`src/rtl/uart_pkg.sv`:
```
// Shared definitions for the UART echo controller: FSM state encoding,
// default sizing constants and the byte width used on the RX/TX interfaces.
package uart_pkg;

  localparam int UART_BYTE_W          = 8;
  localparam int UART_DEF_DEPTH       = 128;
  localparam int UART_DEF_IDLE_CYCLES = 100;
  // Gap counter width covers IDLE_CYCLES up to 65535.
  localparam int UART_GAP_W           = 16;

  typedef enum logic [1:0] {
    ST_IDLE      = 2'd0,
    ST_COLLECT   = 2'd1,
    ST_LAUNCH    = 2'd2,
    ST_WAIT_DONE = 2'd3
  } echo_state_t;

endpackage

```
`src/rtl/uart_echo_fifo.sv`:
```
// Echo byte buffer: synchronous FIFO with registered read/write pointers and
// an occupancy count. Pointers wrap modulo DEPTH (power of two), so full and
// empty are derived from the count alone. A push while full is accepted only
// when a pop happens in the same cycle, keeping the count unchanged.
module uart_echo_fifo
  import uart_pkg::*;
#(
  parameter int DEPTH  = UART_DEF_DEPTH,
  parameter int DATA_W = UART_BYTE_W
) (
  input  logic                     clk_i,
  input  logic                     rst_n_i,
  input  logic                     i_push,
  input  logic [DATA_W-1:0]        i_data,
  input  logic                     i_pop,
  output logic [DATA_W-1:0]        o_data,
  output logic [$clog2(DEPTH):0]   o_count,
  output logic                     o_empty,
  output logic                     o_push_ok
);

  localparam int AW = $clog2(DEPTH);
  localparam int CW = AW + 1;

  logic [DATA_W-1:0] r_mem [DEPTH];
  logic [AW-1:0]     r_wr_ptr;
  logic [AW-1:0]     r_rd_ptr;
  logic [CW-1:0]     r_count;
  logic              w_full;
  logic              w_pop_ok;

  assign w_full    = (r_count == CW'(DEPTH));
  assign o_empty   = (r_count == '0);
  assign w_pop_ok  = i_pop && !o_empty;
  assign o_push_ok = i_push && (!w_full || w_pop_ok);
  assign o_data    = r_mem[r_rd_ptr];
  assign o_count   = r_count;

  // Pointer and occupancy bookkeeping; simultaneous push and pop cancel.
  always_ff @(posedge clk_i or negedge rst_n_i) begin
    if (!rst_n_i) begin
      r_wr_ptr <= '0;
      r_rd_ptr <= '0;
      r_count  <= '0;
    end else begin
      if (o_push_ok) r_wr_ptr <= r_wr_ptr + AW'(1);
      if (w_pop_ok)  r_rd_ptr <= r_rd_ptr + AW'(1);
      case ({o_push_ok, w_pop_ok})
        2'b10:   r_count <= r_count + CW'(1);
        2'b01:   r_count <= r_count - CW'(1);
        default: r_count <= r_count;
      endcase
    end
  end

  // Storage array; data is not reset, validity is tracked by the count.
  always_ff @(posedge clk_i) begin
    if (o_push_ok) r_mem[r_wr_ptr] <= i_data;
  end

endmodule

```
`src/rtl/uart_echo_ctrl.sv`:
```
// UART echo controller. Buffers received bytes and, once the RX line has been
// quiet for IDLE_CYCLES clock cycles, replays the whole buffer to the UART
// transmitter one byte per tx_done_i handshake. Bytes that arrive while a
// burst is being replayed join the same burst without a new quiet gap.
// Optional feature macro: UART_ECHO_OVF_CNT_EN adds ovf_cnt_o, a saturating
// count of dropped bytes.
module uart_echo_ctrl
  import uart_pkg::*;
#(
  parameter int DEPTH       = UART_DEF_DEPTH,
  parameter int IDLE_CYCLES = UART_DEF_IDLE_CYCLES
) (
  input  logic                    clk_i,
  input  logic                    rst_n_i,
  input  logic                    rx_dv_i,
  input  logic [UART_BYTE_W-1:0]  rx_byte_i,
  output logic                    tx_dv_o,
  output logic [UART_BYTE_W-1:0]  tx_byte_o,
  input  logic                    tx_active_i,
  input  logic                    tx_done_i,
  output logic [$clog2(DEPTH):0]  fifo_count_o,
  output logic                    overflow_o,
  output logic                    busy_o
`ifdef UART_ECHO_OVF_CNT_EN
  ,
  output logic [7:0]              ovf_cnt_o
`endif
);

  localparam int CW = $clog2(DEPTH) + 1;
  localparam logic [UART_GAP_W-1:0] GAP_LAST = UART_GAP_W'(IDLE_CYCLES - 1);

  echo_state_t            r_state;
  echo_state_t            w_next_state;
  logic [UART_GAP_W-1:0]  r_gap;
  logic                   r_overflow;
  logic                   w_tx_dv;
  logic                   w_pop;
  logic                   w_push_ok;
  logic                   w_drop;
  logic                   w_fifo_empty;
  logic [CW-1:0]          w_fifo_count;
  logic [CW-1:0]          w_count_post;
  logic [UART_BYTE_W-1:0] w_head;

  uart_echo_fifo #(
    .DEPTH  (DEPTH),
    .DATA_W (UART_BYTE_W)
  ) u_fifo (
    .clk_i     (clk_i),
    .rst_n_i   (rst_n_i),
    .i_push    (rx_dv_i),
    .i_data    (rx_byte_i),
    .i_pop     (w_pop),
    .o_data    (w_head),
    .o_count   (w_fifo_count),
    .o_empty   (w_fifo_empty),
    .o_push_ok (w_push_ok)
  );

  assign w_drop = rx_dv_i && !w_push_ok;

  // Occupancy as it will be after this cycle's push/pop settle.
  always_comb begin
    w_count_post = w_fifo_count;
    if (w_push_ok && !w_pop)      w_count_post = w_fifo_count + CW'(1);
    else if (!w_push_ok && w_pop) w_count_post = w_fifo_count - CW'(1);
  end

  // FSM state register.
  always_ff @(posedge clk_i or negedge rst_n_i) begin
    if (!rst_n_i) r_state <= ST_IDLE;
    else          r_state <= w_next_state;
  end

  // FSM next-state logic.
  always_comb begin
    w_next_state = r_state;
    case (r_state)
      ST_IDLE: begin
        if (rx_dv_i) w_next_state = ST_COLLECT;
      end
      ST_COLLECT: begin
        if (rx_dv_i)                w_next_state = ST_COLLECT;
        else if (r_gap == GAP_LAST) w_next_state = w_fifo_empty ? ST_IDLE : ST_LAUNCH;
      end
      ST_LAUNCH: begin
        // An empty FIFO cannot occur here; fall back to IDLE defensively.
        if (w_fifo_empty) w_next_state = ST_IDLE;
        else if (w_tx_dv) w_next_state = ST_WAIT_DONE;
      end
      ST_WAIT_DONE: begin
        if (tx_done_i) w_next_state = (w_count_post != '0) ? ST_LAUNCH : ST_IDLE;
      end
      default: w_next_state = ST_IDLE;
    endcase
  end

  // FSM outputs: launch pulse with same-cycle pop, and busy indication.
  always_comb begin
    w_tx_dv = (r_state == ST_LAUNCH) && !tx_active_i && !w_fifo_empty;
    w_pop   = w_tx_dv;
    busy_o  = (r_state != ST_IDLE);
  end

  assign tx_dv_o      = w_tx_dv;
  assign tx_byte_o    = w_tx_dv ? w_head : '0;
  assign fifo_count_o = w_fifo_count;
  assign overflow_o   = r_overflow;

  // RX quiet-gap timer: restarts on each received byte before a burst.
  always_ff @(posedge clk_i or negedge rst_n_i) begin
    if (!rst_n_i) begin
      r_gap <= '0;
    end else if (rx_dv_i && (r_state == ST_IDLE || r_state == ST_COLLECT)) begin
      r_gap <= '0;
    end else if (r_state == ST_COLLECT && r_gap != GAP_LAST) begin
      r_gap <= r_gap + UART_GAP_W'(1);
    end
  end

  // Sticky overflow flag, cleared only by reset.
  always_ff @(posedge clk_i or negedge rst_n_i) begin
    if (!rst_n_i)    r_overflow <= 1'b0;
    else if (w_drop) r_overflow <= 1'b1;
  end

`ifdef UART_ECHO_OVF_CNT_EN
  logic [7:0] r_ovf_cnt;

  function automatic logic [7:0] sat_inc8(input logic [7:0] v);
    return (v == 8'hFF) ? v : v + 8'd1;
  endfunction

  // Dropped-byte counter, saturating at 255.
  always_ff @(posedge clk_i or negedge rst_n_i) begin
    if (!rst_n_i)    r_ovf_cnt <= '0;
    else if (w_drop) r_ovf_cnt <= sat_inc8(r_ovf_cnt);
  end

  assign ovf_cnt_o = r_ovf_cnt;
`endif

endmodule

```
`config.mk`:
```
export PLATFORM = sky130hd
export DESIGN_NAME = uart_echo_ctrl
export DESIGN_NICKNAME = d
export VERILOG_FILES = /design/src/rtl/uart_pkg.sv /design/src/rtl/uart_echo_fifo.sv /design/src/rtl/uart_echo_ctrl.sv
export SDC_FILE = /design/constraint.sdc
export NUM_CORES = 1
export LEC_CHECK = 0
export ABC_AREA = 1
export ABC_CLOCK_PERIOD_IN_PS = 4140
export BUFFER_PORTS_ARGS = -buffer_cell sky130_fd_sc_hd__buf_4
export CORE_ASPECT_RATIO = 0.8
export CORE_MARGIN = 1.5
export CORE_UTILIZATION = 48
export CTS_CLUSTER_DIAMETER = 80
export DETAILED_ROUTE_END_ITERATION = 10
export HOLD_SLACK_MARGIN = 0.02
export PLACE_DENSITY = 0.66
export SLEW_MARGIN = 20
export SYNTH_ARGS = -nofsm -noshare
export SYNTH_HDL_FRONTEND = slang
export SYNTH_SLANG_ARGS = --single-unit
```
`constraint.sdc`:
```
create_clock -name clk_i -period 4.14 [get_ports clk_i]
set_input_delay 0.621 -clock clk_i [delete_from_list [all_inputs] [get_ports clk_i]]
set_output_delay 0.621 -clock clk_i [all_outputs]
set_load 0.01 [all_outputs]
```
Word level (Yosys, flattened, before mapping):

Memories as Yosys holds them, arrays and structs flattened.
Cells that the tools add are included.
W data, S select, Z words.

* flip-flop bits (word level): 41
* RAM bits: 1024
* bits of input ports: 13
* output and inout bits: 19
* word-level logic and storage cells: 64
* memories: 1

* add/sub/neg operators: 5
* equality and inequality tests: 12
* mux-type cells: 17
* reductions and logical operators: 23

Memory list
* u_fifo.r_mem: depth 128, width 8, rd ports 1, clocked after memory_dff 0, wr ports 1, RTL line uart_echo_fifo.sv:25 `logic [DATA_W-1:0] r_mem [DEPTH];`

Operators by type and width (count)
* $mux W16: 2
* $mux W8: 3
* $add A16 B1 Y16 const B: 1
* $eq A16 B7 Y1 const B: 1
* $mux W2: 8
* $ne A16 B7 Y1 const B: 1
* $pmux W8 S2: 1
* $add A7 B1 Y7 const B: 2
* $logic_and A1 B1 Y1: 9
* $add A8 B1 Y8 const B: 1
* $eq A8 B8 Y1 const B: 1
* $logic_not A8 Y1: 1
* $pmux W2 S4: 1
* $reduce_bool A8 Y1: 1
* $sub A8 B1 Y8 const B: 1
* $eq A2 B2 Y1 const B: 3
* $reduce_bool A2 Y1: 3
* $logic_not A1 Y1: 5
* $eq A2 B1 Y1 const B: 2
* $ne A2 B2 Y1 const B: 2
* $reduce_and A4 Y1: 1
* $ne A3 B1 Y1 const B: 1
* $ne A3 B3 Y1 const B: 1
* $logic_not A2 Y1: 1
* 2 further kinds: 4

Longest topological paths before layout:

* word-level depth: 14
* gate-level depth with buffers: 17
* depth with buffers taken out: 15

By module:

From an unflattened synthesis, not the netlist that was laid out.

* cells, all modules: 4537
* area, all modules: 46284.4 um^2

By module, submodules not included
* uart_echo_fifo: instances 1, cells an instance 4281, area each 44600.3 um^2, seq. area each 31300.0 um^2
* uart_echo_ctrl: instances 1, cells an instance 256, area each 1684.1 um^2, seq. area each 475.5 um^2

Least setup slack after synthesis:

OpenSTA, ideal clock, no wires.

* path kind: reg2reg
* from: register u_fifo.r_count[0] (netlist: u_fifo.o_count[0])
* to: memory u_fifo.r_mem[31][0] in the netlist's numbering (enable)
* setup time: 0.383 ns
* arrival time: 2.334 ns
* required time: 3.757 ns
* setup slack: 1.422 ns
* stages on the path, launching flop included: 15
* buffers on the path: 1
* clock period less this slack: 2.718 ns
* cells stage by stage: dfrtp_1 > inv_1 > ha_1 > nand2_1 > nor2_2 > inv_2 > nand2_2 > inv_2 > nor2_4 > nor2_4 > buf_6 > nand2_4 > nor2_4 > inv_2 > nor3_1

* cells in the longest elaborated chain, start to end: 8
* elaborated cells on any way between the ends: 10
* those cells by class: eq/ne (1); mux (2); reduce/logical (7)

Ends and longest elaborated chain
* start: declaration: RTL line uart_echo_fifo.sv:28 `logic [CW-1:0] r_count;`
* start signal: assignment: RTL line uart_echo_fifo.sv:49 `2'b10: r_count <= r_count + CW'(1);`
* start signal: assignment: RTL line uart_echo_fifo.sv:50 `2'b01: r_count <= r_count - CW'(1);`
* start signal: assignment: RTL line uart_echo_fifo.sv:51 `default: r_count <= r_count;`
* $logic_not A8 Y1: RTL line uart_echo_fifo.sv:33 `assign o_empty = (r_count == '0);`
* $logic_not A1 Y1: RTL line uart_echo_fifo.sv:34, uart_echo_ctrl.sv:101
* $logic_and A1 B1 Y1: RTL line uart_echo_ctrl.sv:101 `w_tx_dv = (r_state == ST_LAUNCH) && !tx_active_i && !w_fifo_empty;`
* $logic_and A1 B1 Y1: RTL line uart_echo_fifo.sv:34 `assign w_pop_ok = i_pop && !o_empty;`
* $logic_or A1 B1 Y1 *: RTL line uart_echo_fifo.sv:35 `assign o_push_ok = i_push && (!w_full || w_pop_ok);`
* $logic_and A1 B1 Y1 *: RTL line uart_echo_fifo.sv:35
* $mux W1 *: RTL line uart_echo_fifo.sv:58 `if (o_push_ok) r_mem[r_wr_ptr] <= i_data;`
* $mux W1 (implied by the code) *: RTL line uart_echo_fifo.sv:58
* end: declaration: RTL line uart_echo_fifo.sv:25

Mark *: on every way between the ends. The rest lies on a longest branch, timed or not.

Worst setup path in the final report:

* from: register u_fifo.r_rd_ptr[1]
* to: output tx_byte_o[7]

* cells in the longest elaborated chain, start to end: 2

Ends and longest elaborated chain
* start: declaration: RTL line uart_echo_fifo.sv:27 `logic [AW-1:0] r_rd_ptr;`
* start signal: assignment: RTL line uart_echo_fifo.sv:47 `if (w_pop_ok) r_rd_ptr <= r_rd_ptr + AW'(1);`
* $mem_v2 Z128 W8
* $mux W8: RTL line uart_echo_ctrl.sv:107 `assign tx_byte_o = w_tx_dv ? w_head : '0;`
* end: declaration: RTL line uart_echo_ctrl.sv:18 `output logic [UART_BYTE_W-1:0] tx_byte_o,`

Every way passes these cells.

==> impl_results.md <==
- P per Cell Area: 674 nW/µm²
- Final setup fails: 0
- Worst relative slew slack: 32.5%
- Hold path depth: 2
- Top-level port count: 32
- Worst min path class: primary input to register
- CP startpoint: u_fifo.r_rd_ptr[1]
- Cells on worst reg2reg path: 12
- WL/cell: 22.0 µm
- Largest net degree at the start of global routing: 129
- Antenna violations before repair: 1
- Setup WS post-layout: 0.0682 ns
- Total placed instance area: 46,800 µm²
- Clock-pin slew on the worst setup and hold paths: 0.06 ns
- Chip width: 345 µm
- Max FO, Critical Path: 67
- Setup TNS: 0 ns
- Post-synth EDFFs: 1,024
- Initial core utilization: 48.3%
- Post-synth top cells: edfxtp_1 (1,024), nor2_1 (922), nand2_1 (654)
- CTS H-tree lvls: 3
- Reg2Reg Setup Slack: 0.72 ns
- Critical-path cell list: inv_6 > buf_16 > nor2_1 > o21ai_1 > nand3_1 > nand3_1 > nand2_1 > nand2_1 > nand3_1 > nor2_1 > nor2_2 > buf_4
- Area share of the largest cell type after synthesis: 68.6%
- Detailed Route WL: 118,000 µm
- CP Data Arrival Time: 3.45 ns
- Vias in the first global route: 27,900
- Crit path kind: register to output pin
- CTS tree: built
- YS warnings: 0
- Clk buf depth: 3
- GRT overflow: 0
- Min Tclk post-route: 4.07 ns
- Seq/Total Area, Yosys: 70.9%
- Core area: 92,800 µm²
- Post-synth top flop: edfxtp_1
- Fraction of the cycle the final worst path needs: 98.4%
- Dpl hpwl: 69,100 µm
- Share of cells above drive strength 1: 9.14%
- Number of max-cap violations: 0
- Most common cell in the synthesized netlist: edfxtp_1
- Status: complete, no violations
- TritonRoute pass-1 iters: 6
- First-pass GRT wire length: 176,000 µm
- Slowest cell on the critical path: dfrtp_4
- Num CTS Buffers: 102
- Critical R2R Capture: u_fifo.r_mem[81][0]
- Total Die Area: 95,300 µm²
- GP Congestion: 0.912
- Design area: 50,400 µm²
- Leak: 18.0 nW
- GRT Overall Usage: 24.5%
- Worst Setup EP: tx_byte_o[7]
- CTS sink cnt: 1,065
- IO Port Bufs: 31
- Layout Nets: 4,091
- CP peak stage delay: 0.59 ns
- Worst setup EP type: output pin
- Hold Fails Final Rpt: 0
- Clk_lat worst skew: 0.70 ns
- RSZ-0062 raised after global routing: false
- Die Y: 276 µm
- Critical Path Start Type: register
- Util after Layout: 54.2%
- Synth top area cells: edfxtp_1 (69%), nor2_1 (7.7%), nand2_1 (5.5%)
- Synth cell types: 33
- Detail Route Antenna Nets: 0
- Area Overhead vs Synth: 12.3%
- Number of synthesized register bits: 1,065
- Critical path's most frequent cell: nand3_1
- Syn nets: 4,036
- Peak Freq: 0.246 GHz
- Share of synthesized registers carrying an async set or reset: 3.85%
- Via count: 30,100
- Skew final: 0.0473 ns
- Cells after Synth: 4,016
- Post-synth top area cell: edfxtp_1
- VDD IR max: 0.000468 V
- Row cnt: 100
- Slew Limit Fails: 0
- Mapped cell area: 44,800 µm²
- DRT iter0 DRCs: 3,895
- Root buffer cell: clkbuf_16
- DR vias/cell: 5.60
- Power Total: 34.0 mW
- Worst Tran Pin Value: 1.01 ns
- CP required: 3.52 ns
- Pre-CTS setup slack: 0.553 ns
- Worst flop-to-flop path startpoint: u_fifo.o_count[0]
- Remaining routing DRC violations: 0
- Syn Area/Cell: 11.2 µm²
[metrics by stage]
| step | instances | hold slack, ns |
|---|---|---|
| 2_1_floorplan | 4016 | 0.325 |
| 3_3_place_gp | 5179 | 0.441 |
| 3_5_place_dp | 5179 | 0.471 |
| 4_1_cts | 5372 | 0.158 |
| 5_1_grt | 5382 | 0.169 |
| 6_report | 5383 | 0.189 |
[cell families (layout without fill, tap and decap cells)]
group / Yosys count / after routing / synth area share [%]
xor+xnor: 23 / 23 / 0.449
simple gates: 1899 / 1899 / 17.1
compound gates: 587 / 587 / 7.02
other cells: 0 / 1 / 0
flops: 1065 / 1065 / 70.9
fa+ha+maj: 7 / 7 / 0.195
buf+inv: 435 / 577 / 4.39
[worst min-delay path by stage]
stage	endpoint	slack, ns	start
2_1_floorplan	overflow_o	0.33	rst_n_i
3_3_place_gp	overflow_o	0.44	overflow_o
3_5_place_dp	overflow_o	0.47	overflow_o
4_1_cts	overflow_o	0.16	rx_dv_i
5_1_grt	overflow_o	0.17	rx_dv_i
6_report	overflow_o	0.19	rx_dv_i
[area by class of cell]
cell class | count | area (µm²)
Antenna cell | 1 | 2.50
Tap cell | 1224 | 1530
Clock inverter | 69 | 599
Fill cell | 7796 | 42500
Multi-Input combinational cell | 2516 | 11100
Inverter | 208 | 801
Timing Repair Buffer | 178 | 1790
Clock buffer | 122 | 2730
Sequential cell | 1065 | 31800
[layer usage]
metal / vias up / wire length [µm] / GRT usage [%]
li1: 13900 / - / -
met1: 14600 / 52700 / 38.0
met2: 1441 / 51100 / 34.9
met3: 157 / 12300 / 5.53
met4: 2 / 2210 / 5.48
met5: - / 13 / 0
[power by group]
part / switching [mW] / total [mW] / leakage (nW) / internal [mW]
logic: 8.58 / 12.1 / 6.66 / 3.55
registers: 0.316 / 12.4 / 9.71 / 12.1
clock network: 4.05 / 9.38 / 1.65 / 5.32
[state kept, by name, indices dropped and copies added (netlist names)]
signal and count:
u_fifo.r_mem 1024, r_gap 16, u_fifo.o_count 8, u_fifo.r_rd_ptr 7
u_fifo.r_wr_ptr 7, r_state 2, overflow_o 1
[cells in the final DEF, fill, tap and decap left out, drive strengths merged]
cell / count
a21o: 1
a21oi: 48
a31oi: 2
buf: 174
bufinv: 10
clkbuf: 125
clkinv: 57
clkinvlp: 2
dfrtp: 41
diode: 1
dlygate4sd3: 1
edfxtp: 1024
ha: 7
inv: 208
nand2: 656
nand3: 267
nand4: 20
nor2: 927
nor3: 13
nor4: 2
o211ai: 73
o21a: 1
o21ai: 446
o22ai: 16
or2: 14
xnor2: 2
xor2: 21
[critical path, delay by kind of cell (launching register included)]
kind | cells | cell delay, ns
AOI/OAI and AO/OA | 1 | 0.11
DFF | 1 | 0.59
and+or+nand+nor | 8 | 1.22
buffers and inverters | 3 | 0.74
[timing repair]
item | CTS | global route
hold buffers | 1 | 0
gates resized for setup | 9 | 13
setup endpoints to repair | 6 | 8
gates cloned | 0 | 2
pin swaps | 0 | 1
hold endpoints to repair | 41 | 0
buffers inserted | 1 | 8
No activity file was read; power rests on OpenSTA's default activity.
